===== config.mk =====
export PLATFORM = sky130hd
export DESIGN_NAME = axi_lite_cmd_master
export DESIGN_NICKNAME = d
export VERILOG_FILES = /design/src/rtl/axi_lite_cmd_master.sv
export SDC_FILE = /design/constraint.sdc
export NUM_CORES = 1
export LEC_CHECK = 0
export BUFFER_PORTS_ARGS = -buffer_cell sky130_fd_sc_hd__buf_4
export CAP_MARGIN = 20
export CELL_PAD_IN_SITES_DETAIL_PLACEMENT = 2
export CELL_PAD_IN_SITES_GLOBAL_PLACEMENT = 2
export CORE_ASPECT_RATIO = 0.5
export CORE_UTILIZATION = 29
export DETAILED_ROUTE_END_ITERATION = 10
export HOLD_SLACK_MARGIN = 0.12
export PLACE_DENSITY_LB_ADDON = 0.1
export SLEW_MARGIN = 25
export SYNTH_ARGS = -nofsm -noshare
export SYNTH_HDL_FRONTEND = slang
export SYNTH_SLANG_ARGS = --single-unit

===== constraint.sdc =====
create_clock -name M_AXI_ACLK -period 3.1 [get_ports M_AXI_ACLK]
set_input_delay 0.155 -clock M_AXI_ACLK [delete_from_list [all_inputs] [get_ports M_AXI_ACLK]]
set_output_delay 0.155 -clock M_AXI_ACLK [all_outputs]
set_load 0.03 [all_outputs]

===== src/rtl/axi_lite_cmd_master.sv =====
// AXI4-Lite initiator: one valid/ready register command in, one AXI4-Lite transaction out,
// one valid/ready response back. Single outstanding transaction with a sticky watchdog.
module axi_lite_cmd_master #(
  parameter int unsigned C_M_AXI_DATA_WIDTH = 32,
  parameter int unsigned C_M_AXI_ADDR_WIDTH = 12,
  parameter logic [31:0] C_BASE_ADDRESS     = 32'h00000000,
  parameter int unsigned C_TIMEOUT          = 1024
) (
  input  logic                              M_AXI_ACLK,
  input  logic                              M_AXI_ARESETN,
  input  logic                              cmd_valid,
  output logic                              cmd_ready,
  input  logic                              cmd_write,
  input  logic [C_M_AXI_ADDR_WIDTH-1:0]     cmd_addr,
  input  logic [C_M_AXI_DATA_WIDTH-1:0]     cmd_wdata,
  input  logic [C_M_AXI_DATA_WIDTH/8-1:0]   cmd_wstrb,
  output logic                              rsp_valid,
  input  logic                              rsp_ready,
  output logic                              rsp_write,
  output logic [C_M_AXI_DATA_WIDTH-1:0]     rsp_rdata,
  output logic [1:0]                        rsp_resp,
  output logic                              busy,
  output logic                              timeout,
  output logic [C_M_AXI_ADDR_WIDTH-1:0]     M_AXI_AWADDR,
  output logic [2:0]                        M_AXI_AWPROT,
  output logic                              M_AXI_AWVALID,
  input  logic                              M_AXI_AWREADY,
  output logic [C_M_AXI_DATA_WIDTH-1:0]     M_AXI_WDATA,
  output logic [C_M_AXI_DATA_WIDTH/8-1:0]   M_AXI_WSTRB,
  output logic                              M_AXI_WVALID,
  input  logic                              M_AXI_WREADY,
  input  logic [1:0]                        M_AXI_BRESP,
  input  logic                              M_AXI_BVALID,
  output logic                              M_AXI_BREADY,
  output logic [C_M_AXI_ADDR_WIDTH-1:0]     M_AXI_ARADDR,
  output logic [2:0]                        M_AXI_ARPROT,
  output logic                              M_AXI_ARVALID,
  input  logic                              M_AXI_ARREADY,
  input  logic [C_M_AXI_DATA_WIDTH-1:0]     M_AXI_RDATA,
  input  logic [1:0]                        M_AXI_RRESP,
  input  logic                              M_AXI_RVALID,
  output logic                              M_AXI_RREADY
);

  localparam int unsigned DW   = C_M_AXI_DATA_WIDTH;
  localparam int unsigned AW   = C_M_AXI_ADDR_WIDTH;
  localparam int unsigned WD_W = (C_TIMEOUT > 1) ? $clog2(C_TIMEOUT + 1) : 1;
  localparam logic [WD_W-1:0] WD_LOAD  = WD_W'(C_TIMEOUT);
  localparam logic [AW-1:0]   ADDR_XOR = C_BASE_ADDRESS[AW-1:0];

  localparam logic [2:0] S_IDLE  = 3'd0;
  localparam logic [2:0] S_WRITE = 3'd1;
  localparam logic [2:0] S_WRESP = 3'd2;
  localparam logic [2:0] S_RADDR = 3'd3;
  localparam logic [2:0] S_RDATA = 3'd4;
  localparam logic [2:0] S_RESP  = 3'd5;

  logic [2:0]      state_q, state_d;
  logic            cmd_ready_q, cmd_ready_d;
  logic            awvalid_q, awvalid_d, wvalid_q, wvalid_d, bready_q, bready_d;
  logic            arvalid_q, arvalid_d, rready_q, rready_d;
  logic            rsp_valid_q, rsp_valid_d, rsp_write_q, rsp_write_d;
  logic [DW-1:0]   rsp_rdata_q, rsp_rdata_d;
  logic [1:0]      rsp_resp_q, rsp_resp_d;
  logic [AW-1:0]   addr_q, addr_d;
  logic [DW-1:0]   wdata_q, wdata_d;
  logic [DW/8-1:0] wstrb_q, wstrb_d;
  logic [WD_W-1:0] wd_q, wd_d;
  logic            timeout_q, timeout_d, busy_q, busy_d;
  logic            accept, hs, wd_active;

  assign accept    = (state_q == S_IDLE) && cmd_valid && cmd_ready_q;
  assign hs        = (awvalid_q && M_AXI_AWREADY) || (wvalid_q && M_AXI_WREADY) ||
                     (bready_q && M_AXI_BVALID) || (arvalid_q && M_AXI_ARREADY) ||
                     (rready_q && M_AXI_RVALID);
  assign wd_active = (state_q == S_WRITE) || (state_q == S_WRESP) ||
                     (state_q == S_RADDR) || (state_q == S_RDATA);

  always_comb begin
    state_d     = state_q;
    cmd_ready_d = cmd_ready_q;
    awvalid_d   = awvalid_q;
    wvalid_d    = wvalid_q;
    bready_d    = bready_q;
    arvalid_d   = arvalid_q;
    rready_d    = rready_q;
    rsp_valid_d = rsp_valid_q;
    rsp_write_d = rsp_write_q;
    rsp_rdata_d = rsp_rdata_q;
    rsp_resp_d  = rsp_resp_q;
    addr_d      = addr_q;
    wdata_d     = wdata_q;
    wstrb_d     = wstrb_q;
    wd_d        = wd_q;
    timeout_d   = timeout_q;
    case (state_q)
      S_IDLE: begin
        cmd_ready_d = 1'b1;
        if (accept) begin
          cmd_ready_d = 1'b0;
          addr_d      = cmd_addr ^ ADDR_XOR;
          wdata_d     = cmd_wdata;
          wstrb_d     = cmd_wstrb;
          if (cmd_write) begin
            awvalid_d = 1'b1;
            wvalid_d  = 1'b1;
            state_d   = S_WRITE;
          end else begin
            arvalid_d = 1'b1;
            state_d   = S_RADDR;
          end
        end
      end
      S_WRITE: begin
        // AW and W retire independently; move on once both have handshaken
        awvalid_d = awvalid_q && !M_AXI_AWREADY;
        wvalid_d  = wvalid_q && !M_AXI_WREADY;
        if (!awvalid_d && !wvalid_d) begin
          bready_d = 1'b1;
          state_d  = S_WRESP;
        end
      end
      S_WRESP: begin
        if (M_AXI_BVALID) begin
          bready_d    = 1'b0;
          rsp_valid_d = 1'b1;
          rsp_write_d = 1'b1;
          rsp_rdata_d = '0;
          rsp_resp_d  = M_AXI_BRESP;
          state_d     = S_RESP;
        end
      end
      S_RADDR: begin
        if (M_AXI_ARREADY) begin
          arvalid_d = 1'b0;
          rready_d  = 1'b1;
          state_d   = S_RDATA;
        end
      end
      S_RDATA: begin
        if (M_AXI_RVALID) begin
          rready_d    = 1'b0;
          rsp_valid_d = 1'b1;
          rsp_write_d = 1'b0;
          rsp_rdata_d = M_AXI_RDATA;
          rsp_resp_d  = M_AXI_RRESP;
          state_d     = S_RESP;
        end
      end
      S_RESP: begin
        if (rsp_ready) begin
          rsp_valid_d = 1'b0;
          cmd_ready_d = 1'b1;
          state_d     = S_IDLE;
        end
      end
      default: state_d = S_IDLE;
    endcase

    // Watchdog counts down from C_TIMEOUT; the flag sets on the cycle it would reach zero
    if (accept) begin
      wd_d = WD_LOAD;
    end else if (wd_active) begin
      if (hs) begin
        wd_d = WD_LOAD;
      end else if (wd_q != '0) begin
        wd_d = wd_q - WD_W'(1);
        if (wd_q == WD_W'(1)) timeout_d = 1'b1;
      end
    end
    busy_d = (state_d != S_IDLE);
  end

  always_ff @(posedge M_AXI_ACLK or negedge M_AXI_ARESETN) begin
    if (!M_AXI_ARESETN) begin
      state_q     <= S_IDLE;
      cmd_ready_q <= 1'b0;
      awvalid_q   <= 1'b0;
      wvalid_q    <= 1'b0;
      bready_q    <= 1'b0;
      arvalid_q   <= 1'b0;
      rready_q    <= 1'b0;
      rsp_valid_q <= 1'b0;
      rsp_write_q <= 1'b0;
      rsp_rdata_q <= '0;
      rsp_resp_q  <= '0;
      addr_q      <= '0;
      wdata_q     <= '0;
      wstrb_q     <= '0;
      wd_q        <= '0;
      timeout_q   <= 1'b0;
      busy_q      <= 1'b0;
    end else begin
      state_q     <= state_d;
      cmd_ready_q <= cmd_ready_d;
      awvalid_q   <= awvalid_d;
      wvalid_q    <= wvalid_d;
      bready_q    <= bready_d;
      arvalid_q   <= arvalid_d;
      rready_q    <= rready_d;
      rsp_valid_q <= rsp_valid_d;
      rsp_write_q <= rsp_write_d;
      rsp_rdata_q <= rsp_rdata_d;
      rsp_resp_q  <= rsp_resp_d;
      addr_q      <= addr_d;
      wdata_q     <= wdata_d;
      wstrb_q     <= wstrb_d;
      wd_q        <= wd_d;
      timeout_q   <= timeout_d;
      busy_q      <= busy_d;
    end
  end

  assign cmd_ready     = cmd_ready_q;
  assign rsp_valid     = rsp_valid_q;
  assign rsp_write     = rsp_write_q;
  assign rsp_rdata     = rsp_rdata_q;
  assign rsp_resp      = rsp_resp_q;
  assign busy          = busy_q;
  assign timeout       = timeout_q;
  assign M_AXI_AWADDR  = addr_q;
  assign M_AXI_ARADDR  = addr_q;
  assign M_AXI_AWPROT  = 3'b000;
  assign M_AXI_ARPROT  = 3'b000;
  assign M_AXI_AWVALID = awvalid_q;
  assign M_AXI_WDATA   = wdata_q;
  assign M_AXI_WSTRB   = wstrb_q;
  assign M_AXI_WVALID  = wvalid_q;
  assign M_AXI_BREADY  = bready_q;
  assign M_AXI_ARVALID = arvalid_q;
  assign M_AXI_RREADY  = rready_q;

endmodule


==> results.txt <==
The flow ran to the end, and the final reports show no timing, DRC or antenna violations. Setup slack on the critical path of the routed design comes to 801.7 ps. The clock passes through at most 2 buffers. The count of mapped cells out of synthesis is 529, and the core region area is 15620 um^2. The post-route netlist has 28.64% of its cells at a drive strength greater than 1. For the worst setup path, the data required time is 3330 ps. In this run, placement finished with an instance count of 893. In the global route stage, overall resource usage came out at 22.83%.

Timing would allow up to 435.1 MHz. The logs give 0 ps for the sum of negative setup slack and 47.47% for the final standard cell utilization of the core. After clock tree synthesis, the clock-pin slew on the worst setup and hold paths is 70 ps. Relative to the synthesized area, the layout overhead comes to 57.55%.

After routing the design area is 7412 um^2. For the total count of hold-check failures in the final report, the log shows 0. Among all flip-flop cells after synthesis, the most frequent one is sky130_fd_sc_hd__dfrtp_1.

The worst setup path is launched from a flop. The netlist uses 51 different library cells. Measured along the y axis, the die boundary spans 92.06 um.

The clock reaches the later pin of the worst-skew pair after 350 ps. For the number of maximum-capacitance constraint violations, the log shows 0. Clock root buffer: sky130_fd_sc_hd__clkbuf_16.

For the overall die area, the log shows 16770 um^2. The final standard cell count with taps included and fillers excluded is 993, and the mean instance size in the synthesized netlist is 8.893 um^2. The share of synthesized area in the top cell type comes to 56.38%.

The routed layout has 4775 vias. The number of register bits inferred by synthesis came out at 106. Type of destination of the critical path: a flop. The logs give 0 for the count of yosys warnings during synthesis and 0.0003559 V for the maximum VDD drop. The leakage dissipation is 3.745 nW.

At the pin with the least slew margin, the transition time is 888.1 ps. The final critical path time including I/O delays and setup is 2298 ps. In this run, the number of DRC markers left after iteration 0 of detailed routing was 207. The post-detailed-route wirelength per cell works out to 19.15 um. Along the worst path, the maximum fanout reaches 34. The biggest area contributor in the post-synthesis netlist is sky130_fd_sc_hd__dfrtp_1.

The first global-routing pass estimated 29670 um of wire. The ratio of final minimum period to clock period was 74.14%; the number of port buffers was 197. The number of antenna violations at the first check in global routing was 0. In the post-synthesis netlist, the biggest area contributors are sky130_fd_sc_hd__dfrtp_1, sky130_fd_sc_hd__nand2_1, sky130_fd_sc_hd__o21ai_0, sky130_fd_sc_hd__buf_4, sky130_fd_sc_hd__buf_2. For the residual DRC count, the log shows 0. The data arrival time of the critical path was 2520 ps. Setup repair after global routing left no endpoint under its margin. Before CTS, the worst setup slack after placement is 817.4 ps. The type of the worst setup path is reg -> reg. The tools report the final setup skew as 7.621 ps. After synthesis the cells add up to 4705 um^2.

The number of antenna diodes in the final layout is 0. The run gives 32 as the standard-cell row count. The most common cell in the synthesized netlist is sky130_fd_sc_hd__nand2_1. I/O pin count: 204. The max-slew violation count is 0, and the number of detailed-routing iterations run before antenna repair is 5.

Once the floorplan was initialized, standard cells occupied 30.13% of the core. After clock tree synthesis, the repair step resized 0 gates. The number of enable flip-flop cells after synthesis came out at 0. Counting flops with an async set or reset pin after synthesis yields a share of 100.0%. The number of CTS-inserted buffers is 9, and the worst slew slack as a fraction of its limit is 40.79%.

The final layout contains routed wiring with a total length of 19020 um. CTS built an H-tree with a depth of 3. The tools report the via count of the first global-routing pass as 5430. Type of the tightest min-delay check: in -> reg. Global routing finished with a remaining overflow of 0.

The wire-length estimate of the detail-placed layout is 11100 um. TritonCTS built the clock tree. Power spread over the standard cell area amounts to 1053 nW/um^2. For this run, the post-layout net count is 883.

Entering global routing, the biggest net connects 70 pins. The clock sink total was 106; the final weighted congestion of routability-driven global placement was 0.7511. In this run the cell area measured after placement is 6269 um^2.

The count of nets left with antenna violations once routing finished came out at 0. The run gives 0 as the number of setup violations in the final report. For the proportion of synthesized chip area in sequential cells, the log shows 56.38%. In this run the horizontal extent of the chip is 182.1 um.

Sorting the synthesized cells by how often they occur yields sky130_fd_sc_hd__nand2_1, sky130_fd_sc_hd__dfrtp_1, sky130_fd_sc_hd__o21ai_0, sky130_fd_sc_hd__buf_4. Dividing the detail-routed via count by the number of cells gives 4.809.
==> final timing paths <==
kind                              endpoint  cells after the start             from  slack [ps]
max                            rsp_resp[1]                      6       state_q[2]         800
min                              rsp_write                      3     M_AXI_BVALID         140
max reg2reg                    rsp_resp[1]                      6       state_q[2]         800
min reg2reg                M_AXI_WDATA[10]                      2  M_AXI_WDATA[10]         480
max in group asynchronous   M_AXI_WDATA[4]                      3    M_AXI_ARESETN        1830
min in group asynchronous      rsp_resp[0]                      2    M_AXI_ARESETN         480
==> report_power, final <==
| group | internal (W) | switching, W |
|---|---|---|
| combinational | 0.00148 | 0.00271 |
| clock | 0.000619 | 0.000544 |
| sequential | 0.00195 | 0.000508 |
==> layout make-up <==
| class | instances | area [um^2] |
|---|---|---|
| clock inverter | 5 | 57.56 |
| fill | 1658 | 8203 |
| clock buffer | 9 | 225.2 |
| multi-input combinational | 372 | 1782 |
| inverter | 8 | 30.03 |
| sequential | 106 | 2653 |
| timing repair buffer | 289 | 2410 |
| tap | 204 | 255.2 |
==> timing repair <==
action / CTS / global route
hold buffers: 85 / 1
hold endpoints to repair: 146 / 1
buffers inserted: 0 / 0
==> kinds of logic (layout without fill, tap and decap cells) <==
| kind of cell | Yosys count | after routing | share of synthesized area [%] |
|---|---|---|---|
| DFF | 106 | 106 | 56.38 |
| adders and majority gates | 3 | 3 | 0.7980 |
| AOI/OAI and AO/OA | 92 | 92 | 11.86 |
| muxes | 4 | 4 | 0.8777 |
| other | 1 | 6 | 0.07971 |
| buffers and inverters | 56 | 311 | 6.410 |
| and+or+nand+nor | 267 | 267 | 23.59 |
==> cell usage in the layout (no fill, tap or decap), drive strengths merged, types with 2 or more instances in the layout <==
cell	count
o22ai	2
or3	4
nand3	5
or4	2
nor2	12
and2	2
a21oi	12
clkbuf	9
mux2i	3
buf	203
clkinv	4
nand2	221
o211ai	3
nand3b	2
o211a	4
or2	2
nor3	3
a31oi	8
ha	3
inv	8
dfrtp	106
o21a	3
nor4	2
conb	6
o21ai	46
nand2b	5
or4b	2
dlygate4sd3	86
o2bb2ai	2
a21o	3
==> flip-flops by register name, summed over array words and instances, names as in the netlist, 2 cells and up <==
signal / flops
M_AXI_ARADDR: 12
wd_q: 11
state_q: 3
M_AXI_WDATA: 32
M_AXI_WSTRB: 4
rsp_rdata: 32
rsp_resp: 2
==> metrics by stage <==
stage | hold slack [ps] | total power (W)
6_report | 136.0 | 0.007807
5_1_grt | 152.4 | 0.008298
4_1_cts | 128.3 | 0.007771
3_5_place_dp | 322.6 | 0.006479
3_3_place_gp | 338.9 | 0.006342
2_1_floorplan | -140.6 | 0.004980
==> metal layers <==
metal | GRT usage (%) | vias up | part of all wire [%]
met3 | 7.506 | 15 | 6.0
met5 | 0 | - | 0
met1 | 25.89 | 2420 | 40
met4 | 4.482 | 0 | 0.82
met2 | 42.02 | 120 | 53
li1 | - | 2220 | -
==> worst max-delay path: stages, from the launching register on <==
cell	delay (ps)
sky130_fd_sc_hd__dfrtp_1	540
sky130_fd_sc_hd__inv_1	170
sky130_fd_sc_hd__nor3_4	170
sky130_fd_sc_hd__buf_4	390
sky130_fd_sc_hd__mux2i_1	230
sky130_fd_sc_hd__dlygate4sd3_1	570
sky130_fd_sc_hd__o21ai_0	80
Note: power is estimated with default switching activity, not from simulation.
